$ cat config.mk
export PLATFORM = sky130hd
export DESIGN_NAME = lsu
export DESIGN_NICKNAME = d
export VERILOG_FILES = /design/src/rtl/lsu.sv
export SDC_FILE = /design/constraint.sdc
export NUM_CORES = 1
export LEC_CHECK = 0
export BUFFER_PORTS_ARGS = -buffer_cell sky130_fd_sc_hd__buf_4
export CORE_MARGIN = 5
export CORE_UTILIZATION = 48
export DETAILED_ROUTE_END_ITERATION = 8
export PLACE_DENSITY_LB_ADDON = 0.15
export SLEW_MARGIN = 20
export SYNTH_ARGS = -nofsm -noshare
export SYNTH_HDL_FRONTEND = slang
export SYNTH_SLANG_ARGS = --single-unit
$ cat constraint.sdc
create_clock -name i_clk -period 3.47 [get_ports i_clk]
set_input_delay 0.5205 -clock i_clk [delete_from_list [all_inputs] [get_ports i_clk]]
set_output_delay 0.5205 -clock i_clk [all_outputs]
set_load 0.01 [all_outputs]
$ cat src/rtl/lsu.sv
// Load/store unit: initiator side of the dmem port.
//
// Takes one core load/store request at a time over a valid/ready handshake
// and turns it into word-aligned dmem accesses. An access that crosses a word
// boundary becomes two beats (or faults when MISALIGNED_SPLIT = 0). When the
// access completes, the unit issues a one-cycle response pulse. For loads the
// pulse carries the sign- or zero-extended data.
//
// Ports
//   i_clk, i_rst            clock (rising edge), asynchronous active-high reset
//   i_req_valid/o_req_ready request handshake; ready only while idle
//   i_req_we                1 = store, 0 = load
//   i_req_addr              byte address
//   i_req_wdata             store data, LSB-justified
//   i_req_size              00 byte, 01 half, 10 word, 11 reserved (faults)
//   i_req_unsigned          load zero-extends when 1, sign-extends when 0
//   o_resp_valid            one-cycle completion pulse
//   o_resp_rdata            extended load data; 0 for stores and faults
//   o_resp_fault            reserved size, or crossing access with splitting off
//   o_mem_we/addr/wdata/wstrb  dmem request, word aligned, byte-lane shifted
//   i_mem_rdata             dmem read data, combinational from o_mem_addr
module lsu #(
    parameter bit MISALIGNED_SPLIT = 1'b1,
    localparam int XLEN = 32
) (
    input  logic            i_clk,
    input  logic            i_rst,
    input  logic            i_req_valid,
    output logic            o_req_ready,
    input  logic            i_req_we,
    input  logic [XLEN-1:0] i_req_addr,
    input  logic [XLEN-1:0] i_req_wdata,
    input  logic [1:0]      i_req_size,
    input  logic            i_req_unsigned,
    output logic            o_resp_valid,
    output logic [XLEN-1:0] o_resp_rdata,
    output logic            o_resp_fault,
    output logic            o_mem_we,
    output logic [XLEN-1:0] o_mem_addr,
    output logic [XLEN-1:0] o_mem_wdata,
    output logic [3:0]      o_mem_wstrb,
    input  logic [XLEN-1:0] i_mem_rdata
);

    typedef enum logic [1:0] {
        IDLE = 2'd0,
        ACC0 = 2'd1,
        ACC1 = 2'd2,
        RESP = 2'd3
    } state_t;

    state_t state, state_next;

    logic            accept;
    logic [2:0]      req_end;
    logic            req_cross;
    logic            req_fault;

    logic            we_q, unsigned_q, cross_q, fault_q;
    logic [1:0]      size_q;
    logic [XLEN-1:0] addr_q, wdata_q, lo_q, hi_q;

    logic [1:0]      off;
    logic [4:0]      shamt;
    logic [7:0]      lane_mask;
    logic [XLEN-1:0] word_base;
    logic [XLEN-1:0] load_window;

    function automatic logic [2:0] byte_count(input logic [1:0] size);
        case (size)
            2'b00:   return 3'd1;
            2'b01:   return 3'd2;
            default: return 3'd4;
        endcase
    endfunction

    function automatic logic [7:0] size_mask(input logic [1:0] size);
        case (size)
            2'b00:   return 8'h01;
            2'b01:   return 8'h03;
            default: return 8'h0f;
        endcase
    endfunction

    function automatic logic [XLEN-1:0] load_extend(input logic [XLEN-1:0] raw,
                                                    input logic [1:0]      size,
                                                    input logic            zext);
        case (size)
            2'b00:   return zext ? {24'b0, raw[7:0]}  : {{24{raw[7]}},  raw[7:0]};
            2'b01:   return zext ? {16'b0, raw[15:0]} : {{16{raw[15]}}, raw[15:0]};
            default: return raw;
        endcase
    endfunction

    assign accept    = i_req_valid && (state == IDLE);
    // Ending byte position past the word means a second beat is needed.
    assign req_end   = {1'b0, i_req_addr[1:0]} + byte_count(i_req_size);
    assign req_cross = (req_end > 3'd4);
    assign req_fault = (i_req_size == 2'b11) || (req_cross && !MISALIGNED_SPLIT);

    assign off         = addr_q[1:0];
    assign shamt       = {off, 3'b000};
    assign lane_mask   = size_mask(size_q) << off;
    assign word_base   = {addr_q[XLEN-1:2], 2'b00};
    // hi_q is cleared on accept, so a single-beat load shifts in zeros.
    assign load_window = 32'({hi_q, lo_q} >> shamt);

    always_ff @(posedge i_clk or posedge i_rst) begin
        if (i_rst) begin
            state      <= IDLE;
            we_q       <= 1'b0;
            unsigned_q <= 1'b0;
            cross_q    <= 1'b0;
            fault_q    <= 1'b0;
            size_q     <= 2'b00;
        end else begin
            state <= state_next;
            if (accept) begin
                we_q       <= i_req_we;
                unsigned_q <= i_req_unsigned;
                cross_q    <= req_cross;
                fault_q    <= req_fault;
                size_q     <= i_req_size;
            end
        end
    end

    always_ff @(posedge i_clk) begin
        if (accept) begin
            addr_q  <= i_req_addr;
            wdata_q <= i_req_wdata;
            hi_q    <= '0;
        end
        if (state == ACC0 && !we_q) lo_q <= i_mem_rdata;
        if (state == ACC1 && !we_q) hi_q <= i_mem_rdata;
    end

    always_comb begin
        state_next = state;
        case (state)
            IDLE:    if (accept) state_next = req_fault ? RESP : ACC0;
            ACC0:    state_next = cross_q ? ACC1 : RESP;
            ACC1:    state_next = RESP;
            RESP:    state_next = IDLE;
            default: state_next = IDLE;
        endcase
    end

    // The dmem port is decoded from registered state only, never from i_req_*.
    always_comb begin
        o_req_ready  = (state == IDLE);
        o_resp_valid = 1'b0;
        o_resp_rdata = '0;
        o_resp_fault = 1'b0;
        o_mem_we     = 1'b0;
        o_mem_addr   = '0;
        o_mem_wdata  = '0;
        o_mem_wstrb  = 4'b0000;
        case (state)
            ACC0: begin
                o_mem_addr = word_base;
                if (we_q) begin
                    o_mem_we    = 1'b1;
                    o_mem_wstrb = lane_mask[3:0];
                    o_mem_wdata = wdata_q << shamt;
                end
            end
            ACC1: begin
                o_mem_addr = word_base + 32'd4;
                if (we_q) begin
                    o_mem_we    = 1'b1;
                    o_mem_wstrb = lane_mask[7:4];
                    o_mem_wdata = wdata_q >> (6'd32 - {1'b0, shamt});
                end
            end
            RESP: begin
                o_resp_valid = 1'b1;
                o_resp_fault = fault_q;
                if (!we_q && !fault_q)
                    o_resp_rdata = load_extend(load_window, size_q, unsigned_q);
            end
            default: ;
        endcase
    end

endmodule

* Word-level counts from Yosys, hierarchy flattened
Index checks and enable logic that the tools add are counted.
** Cells by class
- Reduce and logical (&&, ||, !) cells :: 11
- Muxes and demuxes :: 24
- Shift-type cells :: 4
- Eq/ne operators :: 7
- Order comparisons :: 1
- Add/sub/neg operators :: 3
** Operators with widths (count)
- 32-bit two-way mux :: 8
- 32-bit case mux with 2 select lines :: 3
- 64-bit by 5-bit >> shifter with 32-bit output :: 1
- 32-bit by 3-bit adder with 32-bit output (second input constant) :: 1
- 32-bit by 5-bit << shifter with 32-bit output :: 1
- 32-bit by 6-bit >> shifter with 32-bit output :: 1
- 4-bit case mux with 2 select lines :: 2
- 4-bit two-way mux :: 2
- 2-bit case mux with 4 select lines :: 1
- 8-bit by 2-bit << shifter with 8-bit output :: 1
- 2-bit by 1-bit equality test with 1-bit output (second input constant) :: 3
- 2-bit equality test (second input constant) :: 3
- 2-bit zero test :: 3
- 3-bit case mux with 2 select lines :: 1
- 6-bit by 5-bit subtractor with 6-bit output (first input constant) :: 1
- 1-bit two-way mux :: 5
- 1-bit logical AND :: 4
- 2-bit two-way mux :: 2
- 2-bit by 3-bit adder with 3-bit output :: 1
- 3-bit greater-than comparator (second input constant) :: 1
- 1-bit zero test :: 2
- 2-bit by 1-bit != test with 1-bit output (second input constant) :: 1
- 2-bit nonzero test :: 1
- 2-bit OR reduction :: 1
** Storage, ports and cells
- Logic and storage cells :: 60
- Register bits :: 136
- Input port bits :: 103

* Logic depth before layout (Yosys ltp)
- Depth after elaboration :: 5
- Gate-level depth with buffers :: 11
- Gate-level depth less buffers :: 7

* Least setup slack after synthesis
Ideal clock, no wire load.
- Kind :: register to register
- Start :: register state[0]
- End :: register hi_q[0] (enable)
- Data required time :: 3.032 ns
- Buffers on the path :: 2
- Setup time :: 0.438 ns
- Path slack :: 0.223 ns
- Stages on the path, launching flop included :: 7
- Period minus slack after synthesis :: 3.247 ns
- Data arrival time :: 2.808 ns
- Cell sequence :: dfrtp_1 -> inv_1 -> ha_1 -> buf_2 -> inv_1 -> clkbuf_1 -> o21ai_0
** On the way
- Cells in the longest elaborated chain, start to end :: 3
- Elaborated cells on any way between the ends :: 5
- Classes of those cells :: eq/ne (1); reduce/logical (4)
** Ends and longest elaborated chain
- from (decl) :: RTL line 52 : state_t state, state_next;
- from (signal assigned) :: RTL line 117 : state <= state_next;
- 2-bit equality test or 2-bit zero test (tied branches) :: RTL line 135, 95
- 1-bit logical AND, on equally long branches :: RTL line 135, 95
- 2-bit nonzero test (no source line) *
- to (signal assigned) :: RTL line 135 : if (state == ACC1 && !we_q) hi_q <= i_mem_rdata;
- to (decl) :: RTL line 61 : logic [XLEN-1:0] addr_q, wdata_q, lo_q, hi_q;
Mark *: on every way between the ends. The rest lies on a longest branch, timed or not.
A chain may end at the register's enable or synchronous reset.

* Final worst setup path
- Start :: register addr_q[0]
- End :: output port o_resp_rdata[30]
** On the way
- Cells in the longest elaborated chain, start to end :: 5
- Elaborated cells on any way between the ends :: 6
- Classes of those cells :: shift (1); mux (5)
** Ends and longest elaborated chain
- from (decl) :: RTL line 61
- from (signal assigned) :: RTL line 130 : addr_q <= i_req_addr;
- 64-bit by 5-bit >> shifter with 32-bit output * :: RTL line 106 : assign load_window = 32'({hi_q, lo_q} >> shamt);
- 32-bit two-way mux, on equally long branches :: RTL line 90, 89
- 32-bit case mux with 2 select lines * :: RTL line 88 : case (size)
- 32-bit two-way mux * :: RTL line 179 : if (!we_q && !fault_q)
- 32-bit two-way mux * :: RTL line 159 : case (state)
- to (decl) :: RTL line 36 : output logic [XLEN-1:0] o_resp_rdata,
Marked as above.

==> qor.csv <==
stage,metric,value,unit
outcome,outcome,completed,
clock_tree,post-CTS setup buffer count,0,
global_route,largest net degree at the start of global routing,97,
floorplanning,Die H,136,um
logic_synthesis,count of cell types in the netlist,59,
drt,DRC,0,
logic_synthesis,Synth Area in Compound Gates,0.157,
setup_path,reg-to-reg endpoint,addr_q[0],
logic_synthesis,Post-synth ARST share,0.0625,
setup_path,worst r2r path cells,5,
setup_path,WS Path Type,flop to output port,
logic_synthesis,Seq cells post-synth,128,
clock_tree,H-tree depth,4,
clock_tree,clk sinks,128,
clock_tree,clk buf depth,2,
sta,Final Max Tran Viols,0,
sta,worst slew pin tran,807,ps
sta,Final setup viols,0,
setup_path,max incr delay on CP,580,ps
logic_synthesis,ys flop type,edfxtp_1,
clock_tree,clock-pin slew on the worst setup and hold paths,60,ps
floorplanning,Initial Util,0.485,
logic_synthesis,"EDFF count, synth",120,
pwr,Worst VDD drop,0.555,mV
clock_tree,hold_buf cts,0,
drt,routed len/inst,19.0,um
logic_synthesis,average cell area after synthesis,10.1,um^2
global_route,initial antenna violation count,0,
pwr,pwr dens,755,mW/mm^2
sta,Final period util,0.940,
logic_synthesis,Post-Synthesis Cells,759,
final_layout,filler cell count,1331,
setup_path,CP max stage cell,or3_1,
run,number of max-cap violations,0,
placement,placed cell count,1144,
floorplanning,FP Rows,46,
placement,Placed Area,0.00941,mm^2
global_route,vias in the first global route,6724,
final_layout,area grow syn2layout,30.6,%
setup_path,worst setup path endpoint,o_resp_rdata[30],
logic_synthesis,Ys Warns,0,
sta,Setup TNS,0,ps
final_layout,design area,0.00999,mm^2
placement,GP Congestion,0.886,
logic_synthesis,Synth area leaders,"edfxtp_1, mux2i_1, nand2_1",
logic_synthesis,xor/xnor share of the synthesized area,0.00114,
setup_path,Setup crit end kind,output port,
logic_synthesis,largest family of logic cells by synthesized area,simple AND/OR/NAND/NOR gates,
sta,clk_skew,9.20,ps
drt,vias per std cell,5.77,
setup_path,reg-to-reg startpoint,state[0],
floorplanning,die area,0.0186,mm^2
drt,Initial DRC Count,664,
final_layout,final std cells w/o fill,1176,
clock_tree,CTS tree,done,
final_layout,final core utilization,0.633,
sta,final hold vios,0,
logic_synthesis,post-synth top area share,0.471,
setup_path,R2R Setup Slk,1350,ps
sta,Final Critical Period,3260,ps
drt,WL final,22.4,mm
pwr,Power Total,0.00754,W
logic_synthesis,post-synthesis instance area,0.00765,mm^2
drt,first-pass detailed-route iteration total,5,
logic_synthesis,simple-gate share of the synthesized area,0.181,
placement,DP HPWL,15.4,mm
floorplanning,CORE AREA,0.0158,mm^2
sta,RSZ-0062 raised after global routing,false,
floorplanning,Die X,136,um
setup_path,Crit. path cell count,7,
clock_tree,Inserted Clock Buffers,17,
logic_synthesis,mux cell area share after synthesis,0.112,
pwr,Pleak,4.10,nW
final_layout,share of cells above drive strength 1,0.305,
final_layout,nets,1058,
drt,number of routed nets with antenna violations,0,
setup_path,crit-path leading delay family,buffers and inverters,
worst_hold_path,hold crit path type,input port to asynchronous set/reset pin,
global_route,first-pass GRT wire length,34.9,mm
sta,fmax,307,MHz
global_route,Tot GR Track Use,0.240,
logic_synthesis,Post-Synth Adder-Cell Area,0.0141,
placement,Port Buffer Count,204,
logic_synthesis,largest area contributor in the netlist,edfxtp_1,
setup_path,cell mode on critical path,buf_4,
setup_path,CP Cell Sequence,inv_2 -> buf_4 -> mux2i_1 -> a32oi_1 -> or3_1 -> o21ai_0 -> buf_4,
setup_path,crit path launch type,flop,
setup_path,origin of the worst setup path,addr_q[0],
final_layout,ant diodes,0,
global_route,global route overflow,0,
sta,relative slew slack,0.461,
clock_tree,post-CTS sizing,0,
drt,via count,6786,
setup_path,CP Buf/Inv Count,3,
setup_path,critical path data arrival time,2740,ps
setup_path,required time of the critical path,2950,ps
setup_path,CP max FO,35,
logic_synthesis,"Seq/Total Area, Yosys",0.497,
clock_tree,Worst-Skew Late Latency,430,ps
clock_tree,clk root buf,clkbuf_16,
floorplanning,io pins,207,
[where the power goes]
part / internal (W) / total [W] / switching (W)
clock: 0.00101 / 0.00176 / 0.000751
combinational: 0.00135 / 0.00330 / 0.00195
sequential: 0.00221 / 0.00249 / 0.000280
total: 0.00457 / 0.00754 / 0.00298
[placed cells by master, fill, tap and decap left out, drive strengths merged, types with 3 or more instances in the layout]
cell,netlist,final
o211ai,7,7
or3,3,3
a22oi,15,15
ha,7,7
mux2,19,19
a211oi,20,20
or4,3,3
clkbuf,31,17
nand2b,3,3
and3,7,7
o21ai,59,59
a21o,7,7
o311ai,4,4
nand2,86,86
o22ai,6,6
buf,23,222
nor2b,17,17
nor2,65,65
a21boi,6,6
a32oi,5,5
mux2i,62,62
a21oi,46,46
clkinv,0,3
inv,15,23
o21a,3,3
a31oi,4,4
edfxtp,120,120
nor3,14,14
nand4,10,10
dfrtp,8,8
and2,37,37
nand3,22,22
clkinvlp,0,3
[through the flow]
stage                     setup WS (ps)  hold slack (ps)
after CTS                           105             51.3
after detailed placement            570              492
after floorplan                     223              336
final                               209             58.6
after global placement              641              480
after global routing               40.6             89.9
[worst min-delay path by stage]
stage / from / slack (ps) / to
after floorplan: i_rst / 340 / cross_q
after global placement: cross_q / 480 / cross_q
after detailed placement: cross_q / 490 / cross_q
after CTS: i_rst / 50 / fault_q
after global routing: i_rst / 90 / fault_q
final: i_rst / 60 / fault_q
[logic make-up (layout without fill, tap and decap cells)]
logic type	Yosys count	in the layout
muxes	82	82
buffers and inverters	69	269
xor gates and xnor gates	1	1
DFF	128	128
AOI/OAI and AO/OA	193	193
and+or+nand+nor	277	277
other	1	2
adders and majority gates	8	8
[layout make-up]
cell class,instances,area [um^2],share of cell area
Timing Repair Buffer,222,1700,0.171
Sequential cell,128,3800,0.381
Clock buffer,17,425,0.0426
Clock inverter,15,150,0.0150
Multi-Input combinational cell,563,3580,0.358
Tap cell,216,270,0.0271
Inverter,15,56.3,0.00564
[routing by layer]
metal	track usage	up-vias	wire (um)
met1	0.322	3248	9530
met2	0.386	301	10700
met5	0	-	0
met3	0.0607	36	1750
met4	0.0733	0	352
li1	-	3201	-
[cells in the mapped netlist (all sizes together) (2+ instances only)]
| master | number |
|---|---|
| a211oi | 20 |
| a21boi | 6 |
| a21o | 7 |
| a21oi | 46 |
| a221oi | 2 |
| a22oi | 15 |
| a311oi | 2 |
| a31oi | 4 |
| a32oi | 5 |
| and2 | 37 |
| and3 | 7 |
| and4 | 2 |
| buf | 23 |
| clkbuf | 31 |
| dfrtp | 8 |
| edfxtp | 120 |
| ha | 7 |
| inv | 15 |
| mux2 | 19 |
| mux2i | 62 |
| nand2 | 86 |
| nand2b | 3 |
| nand3 | 22 |
| nand3b | 2 |
| nand4 | 10 |
| nand4b | 2 |
| nor2 | 65 |
| nor2b | 17 |
| nor3 | 14 |
| nor4 | 2 |
| o211ai | 7 |
| o21a | 3 |
| o21ai | 59 |
| o22ai | 6 |
| o311ai | 4 |
| o41ai | 2 |
| or2 | 2 |
| or3 | 3 |
| or4 | 3 |
[flip-flops by register name, indices dropped and copies added (netlist names)]
name        cells
lo_q           32
we_q            1
cross_q         1
hi_q           24
fault_q         1
wdata_q        32
unsigned_q      1
state           2
size_q          2
addr_q         32
No activity file was read; power rests on OpenSTA's default activity.
